$ cat src/rtl/seven_seg_scanner.sv
// Four-digit common-anode seven-segment scanner with a per-slot
// blanking interval and a frame-aligned input snapshot.
module seven_seg_scanner #(
  parameter int REFRESH_DIV  = 25000,
  parameter int BLANK_CYCLES = 250
) (
  input  logic        clk,
  input  logic        rst,
  input  logic        enable,
  input  logic [15:0] digits_in,
  input  logic [3:0]  dp_in,
  output logic [3:0]  anode_out,
  output logic [6:0]  seg_out,
  output logic        dp_out,
  output logic [1:0]  digit_idx,
  output logic        frame_tick
);

  localparam int CW = (REFRESH_DIV > 2) ? $clog2(REFRESH_DIV) : 1;
  localparam logic [CW-1:0] LAST = CW'(REFRESH_DIV - 1);
  localparam logic [CW-1:0] BLK  = CW'(BLANK_CYCLES);

  typedef enum logic {
    BLANK = 1'b0,
    DRIVE = 1'b1
  } phase_t;

  logic [CW-1:0] slot_cnt;
  logic [1:0]    idx;
  logic [15:0]   snap;
  logic [3:0]    dp_snap;

  phase_t        phase;
  logic [3:0]    nib;
  logic [6:0]    font;
  logic [3:0]    anode_nx;
  logic [6:0]    seg_nx;
  logic          dp_nx;
  logic          wrap;

  assign wrap = (slot_cnt == LAST);

  always_ff @(posedge clk) begin
    if (rst) begin
      slot_cnt   <= '0;
      idx        <= '0;
      snap       <= '0;
      dp_snap    <= '0;
      anode_out  <= 4'hF;
      seg_out    <= 7'h7F;
      dp_out     <= 1'b1;
      digit_idx  <= '0;
      frame_tick <= 1'b0;
    end else if (!enable) begin
      slot_cnt   <= '0;
      idx        <= '0;
      anode_out  <= 4'hF;
      seg_out    <= 7'h7F;
      dp_out     <= 1'b1;
      digit_idx  <= '0;
      frame_tick <= 1'b0;
    end else begin
      slot_cnt <= wrap ? '0 : slot_cnt + 1'b1;
      if (wrap)
        idx <= idx + 2'd1;
      // Capture only at frame start so a frame is never torn.
      if (slot_cnt == '0 && idx == 2'd0) begin
        snap    <= digits_in;
        dp_snap <= dp_in;
      end
      anode_out  <= anode_nx;
      seg_out    <= seg_nx;
      dp_out     <= dp_nx;
      digit_idx  <= idx;
      frame_tick <= wrap && (idx == 2'd3);
    end
  end

  always_comb begin
    phase = (slot_cnt < BLK) ? BLANK : DRIVE;
  end

  always_comb begin
    anode_nx = 4'hF;
    seg_nx   = 7'h7F;
    dp_nx    = 1'b1;
    nib      = snap[{idx, 2'b00} +: 4];
    unique case (phase)
      BLANK: begin
        anode_nx = 4'hF;
      end
      DRIVE: begin
        anode_nx = ~(4'b0001 << idx);
        seg_nx   = font;
        dp_nx    = ~dp_snap[idx];
      end
    endcase
  end

  always_comb begin
    font = 7'h7F;
    unique case (nib)
      4'h0: font = 7'h40;
      4'h1: font = 7'h79;
      4'h2: font = 7'h24;
      4'h3: font = 7'h30;
      4'h4: font = 7'h19;
      4'h5: font = 7'h12;
      4'h6: font = 7'h02;
      4'h7: font = 7'h78;
      4'h8: font = 7'h00;
      4'h9: font = 7'h10;
      4'hA: font = 7'h08;
      4'hB: font = 7'h03;
      4'hC: font = 7'h46;
      4'hD: font = 7'h21;
      4'hE: font = 7'h06;
      4'hF: font = 7'h0E;
    endcase
  end

endmodule

$ cat config.mk
export PLATFORM = sky130hd
export DESIGN_NAME = seven_seg_scanner
export DESIGN_NICKNAME = d
export VERILOG_FILES = /design/src/rtl/seven_seg_scanner.sv
export SDC_FILE = /design/constraint.sdc
export NUM_CORES = 1
export LEC_CHECK = 0
export BUFFER_PORTS_ARGS = -buffer_cell sky130_fd_sc_hd__buf_2
export CAP_MARGIN = 20
export CORE_AREA = 2 2 63 89
export CTS_CLUSTER_DIAMETER = 50
export DETAILED_ROUTE_END_ITERATION = 16
export DIE_AREA = 0 0 65 91
export PLACE_DENSITY = 0.84
export SYNTH_ARGS = -nofsm -noshare
export SYNTH_HDL_FRONTEND = slang
export SYNTH_SLANG_ARGS = --single-unit
$ cat constraint.sdc
create_clock -name clk -period 2 [get_ports clk]
set_clock_uncertainty 0.2 [all_clocks]
set_input_delay 0.4 -clock clk [delete_from_list [all_inputs] [get_ports clk]]
set_output_delay 0.4 -clock clk [all_outputs]
set_load 0.02 [all_outputs]
## Yosys cells after proc, flatten, opt, wreduce, memory -nomap -nowiden

Memory sizes are Yosys's and may differ from the RTL's. A register that Yosys moved wholly into a read port is not among the register bits.
Cells that the tools add are included.

- Register bits: 45
- Bits in read-only memories: 112
- Bits in latches: 0
- Memories kept: 1
- Bits in writable memories: 0
- Word-level logic and storage cells: 32
- Input bits: 23

Memory list:

| name | words | bits a word | read ports | clocked after memory_dff | wr ports | RTL line | RTL |
|---|---|---|---|---|---|---|---|
| (name not given) | 16 | 7 | 1 | 1 | 0 | 102 | `unique case (nib)` |

- Bitwise operators: 3
- Multiplexer cells: 4
- Shift operators: 2
- Div/mod/pow operators: 0
- Add/sub/neg operators: 2
- Multipliers: 0
- Reductions and logical operators: 8
- Eq/ne operators: 2
- Order comparisons: 2

Operator list:

| operator | number |
|---|---|
| $shiftx A16 B5 Y4 | 1 |
| $add A15 B1 Y15 const B | 1 |
| $eq A15 B15 Y1 const B | 1 |
| $logic_not A15 Y1 | 1 |
| $lt A15 B8 Y1 const B | 1 |
| $pmux W4 S2 | 1 |
| $reduce_or A3 Y1 | 2 |
| $not A4 Y4 | 1 |
| $shl A1 B2 Y4 const A | 1 |
| $lt A2 B3 Y1 const B | 1 |
| $add A2 B1 Y2 const B | 1 |
| $bmux W1 S2 | 1 |
| $eq A2 B2 Y1 const B | 1 |
| $logic_and A1 B1 Y1 | 2 |
| $logic_not A2 Y1 | 1 |
| $mux W1 | 2 |
| $not A1 Y1 | 2 |
| $reduce_and A2 Y1 | 1 |
| $reduce_or A2 Y1 | 1 |

## Depth between registers and ports, before layout

- Depth in word-level cells: 3
- Mapped depth: 9
- Gate-level depth less buffers: 6

## Worst setup path after synthesis

No wires, ideal clock.

- Path kind: reg-to-reg
- Start point: reg idx[0]
- End point: reg seg_out[0]
- Clock period less this slack: 2.169 ns
- Setup time: 0.087 ns
- Setup slack: -0.169 ns
- Path buffers: 1
- Arrival time: 1.882 ns
- Stages on the path, launching flop included: 8
- Cells stage by stage: dfxtp_1 -> buf_2 -> mux4_2 -> inv_1 -> ha_1 -> nor2_1 -> a32o_1 -> o31ai_1

- Longest elaborated chain between the ends: 1

Ends and longest elaborated chain:

| item | RTL line | RTL |
|---|---|---|
| start: declaration | 29 | `logic [1:0] idx;` |
| start signal: assignment | 65 | `idx <= idx + 2'd1;` |
| $shiftx A16 B5 Y4 | 87 | `nib = snap[{idx, 2'b00} +: 4];` |
| end: declaration | 13 | `output logic [6:0] seg_out,` |

No other way between the ends.
A chain may end at the register's enable or synchronous reset.

## Final worst setup path

Ends and elaborated chain as after synthesis.

==> results by group <==
Timing
  – RSZ-0062 raised after global routing: yes
  – Worst Max-Slew Pin Slew: 0.382 ns
  – Period minus WS final: between 2 and 2.5 ns
  – Period Utilization, post-route: 104%
  – Final Hold Vio Count: 0
  – Fin Setup TNS: -0.466 ns
  – Relative slew slack: 74.2%
  – Hold_ws: roughly 0.14 ns
  – Final setup viols: 13
  – Max-slew violations: 0
  – Max Clock Freq: 479 MHz
  – Setup slack after layout: -0.0856 ns

Global routing
  – GRT Total Usage: 24.4%
  – Initial antenna violation count: 0
  – First-pass GRT wire length: around 11000 µm
  – Pin count of the biggest net entering global routing: 22
  – Vias in the first global route: 2441
  – Global route total overflow: 0

Setup path
  – Buf/Inv on CP: 0
  – Worst Setup Path Type: reg -> reg
  – Max stage delay on crit path: 0.58 ns
  – Top delay family on crit path: multiplexers
  – Cell Chain, Critical Path: mux4_2, ha_2, nor3_1, o21a_1, o31ai_2
  – Startpoint Class: flip-flop
  – R2R cell count: 5
  – Crit path max fanout: 5
  – Worst EP arrival: between 2 and 2.5 ns
  – Stages on the worst setup path: 5
  – CP endpoint kind: flip-flop
  – Worst Path Required: 2.01 ns
  – CP max-delay cell: mux4_2

Pwr
  – P_leak: 1.26 nW
  – Power per cell area: 607 nW/µm²
  – Max VDD drop: 304 µV

Route
  – Detailed-route wire length: 7350 µm
  – Initial drt markers: 161
  – Vias per std cell: 6.04
  – DR vias: about 2500
  – Routed Antenna Nets: 0
  – Residual DRC count: 0
  – First-pass DRT Iterations: 6
  – Routed WL per cell: 17.4 µm

Floorplan
  – Die X: 65 µm
  – Die Y: 91 µm
  – Num rows: 31
  – Initial core utilization: 50.2%
  – Core area: 5080 µm²
  – Total die area: 5920 µm²
  – Top-Level Pins: 38

Clock network
  – Worst-Skew Late Latency: between 0.3 and 0.4 ns
  – Clk buf depth: 2
  – # clock sinks: 52
  – Clk pin slew, worst setup/hold paths: 0.10 ns
  – Hold_buf cts: 0
  – CTS H-tree lvls: 2
  – Num CTS Buffers: 5
  – CTS tree: done
  – CTS root buffer: clkbuf_8

Placement
  – Routability cong.: around 0.9
  – Final HPWL DP: 4610 µm
  – Buffers on Ports: 37

Synthesis
  – Register area share after synthesis: 40.8%
  – Synth top area cells: dfxtp_1, ha_1, nand4_1
  – Synth Register Bits: 52
  – Gate Count Post-Synth: roughly 280
  – Top_reg_cell synth: dfxtp_1
  – Yosys warnings: 0
  – Async SR Flop Fraction: 0%
  – Post-Syn Nets: 318
  – Top cell type's share of synthesized area: about 41%
  – Yosys cell types: 43
  – Synth Cell Area: 2550 µm²
  – Post-synth top area cell: dfxtp_1
  – Synth top cells by count: dfxtp_1, a21oi_1, nor2_1
  – Count leader, synth: dfxtp_1
  – Syn Area/Cell: 9.01 µm²
  – Post-synth EDFFs: 0

Final layout
  – Register area: 1050 µm²
  – Fill cells: 371
  – Area of the multi-input gates: 1560 µm²
  – Share of layout cells above drive strength 1: 39.4%
  – Syn-to-layout area delta: 33.3%
  – Fin nets: 389
  – Antenna diode count: 0

Status
  – Run status: finished, violations left
  – Failing checks: setup timing

Run
  – Max-cap violations: 0

Min path
  – Worst hold stages: 3
  – Hold/Removal Path Class: in -> reg
## per-stage QoR
| stage | setup WS [ns] | power (mW) | cell area [µm²] | util, % | instances |
|---|---|---|---|---|---|
| 4_1_cts | -0.0169 | 2.03 | 3200 | 63.1 | 415 |
| 2_1_floorplan | -0.00666 | 1.23 | 2590 | - | 283 |
| 3_5_place_dp | -0.130 | 1.30 | 3040 | 59.8 | 404 |
| 6_report | -0.0856 | 2.07 | 3400 | 66.9 | 421 |
| 3_3_place_gp | -0.0266 | 1.29 | 3040 | 59.8 | 404 |
| 5_1_grt | -0.114 | 2.13 | 3400 | 66.9 | 421 |
## where the power goes
group,switching (mW),internal [mW]
logic,0.130,0.116
registers,0.0244,1.06
clock network,0.364,0.371
## placed cells by master, fill, tap and decap left out, drive strengths merged, types with 2 or more instances in the layout
| master | n |
|---|---|
| a21oi | 24 |
| and2 | 2 |
| buf | 80 |
| clkbuf | 5 |
| clkinv | 2 |
| dfxtp | 52 |
| ha | 12 |
| inv | 9 |
| mux2 | 4 |
| mux2i | 11 |
| mux4 | 4 |
| nand2 | 19 |
| nand3 | 7 |
| nand4 | 21 |
| nor2 | 22 |
| nor2b | 2 |
| nor3 | 7 |
| nor4 | 4 |
| nor4b | 2 |
| o211ai | 4 |
| o21a | 2 |
| o21ai | 24 |
| o221ai | 2 |
| or3 | 4 |
| or4 | 2 |
| or4b | 4 |
| xnor2 | 11 |
## per-layer routing
metal | part of all wire (%) | GRT usage (%)
met1 | 38 | 27.6
met2 | 52 | 43.5
met3 | 5.0 | 3.47
met4 | 5.2 | 12.6
met5 | 0 | 0
## kinds of logic (layout without fill, tap and decap cells)
group,Yosys count,count (layout),share of synthesized area (%)
simple gates,98,101,20.7
compound gates,61,61,13.6
flops,52,52,40.8
buf+inv,29,98,5.25
mux,19,19,9.62
fa+ha+maj,12,12,5.89
xor+xnor,12,12,4.12
## state kept, by name (all words and copies together), names as in the netlist
register	cells
idx	2
digit_idx	2
seg_out	7
dp_snap	4
frame_tick	1
snap	16
anode_out	4
dp_out	1
slot_cnt	15
## what timing repair did
item,CTS,global route
gates cloned,2,2
pin swaps,1,6
setup endpoints to repair,30,42
buffers inserted,1,4
gates resized for setup,6,38
## layout make-up
type	instances	share of cell area, %
tap	66	2.43
clock buffer	5	2.02
timing repair buffer	80	16.2
inverter	10	1.18
sequential	52	30.9
clock inverter	3	1.25
multi-input combinational	205	46.0
## tightest hold or removal path, stage by stage
cell     delay (ns)
buf_2          0.09
nand4_1        0.06
a21oi_1        0.06
## final timing paths
| path | startpoint | endpoint | slack [ns] |
|---|---|---|---|
| min | dp_in[0] | dp_snap[0] | 0.14 |
| max | idx[0] | seg_out[0] | -0.09 |
| max reg2reg | idx[0] | seg_out[0] | -0.09 |
| min reg2reg | snap[9] | snap[9] | 0.27 |
No activity file was read; power rests on OpenSTA's default activity.
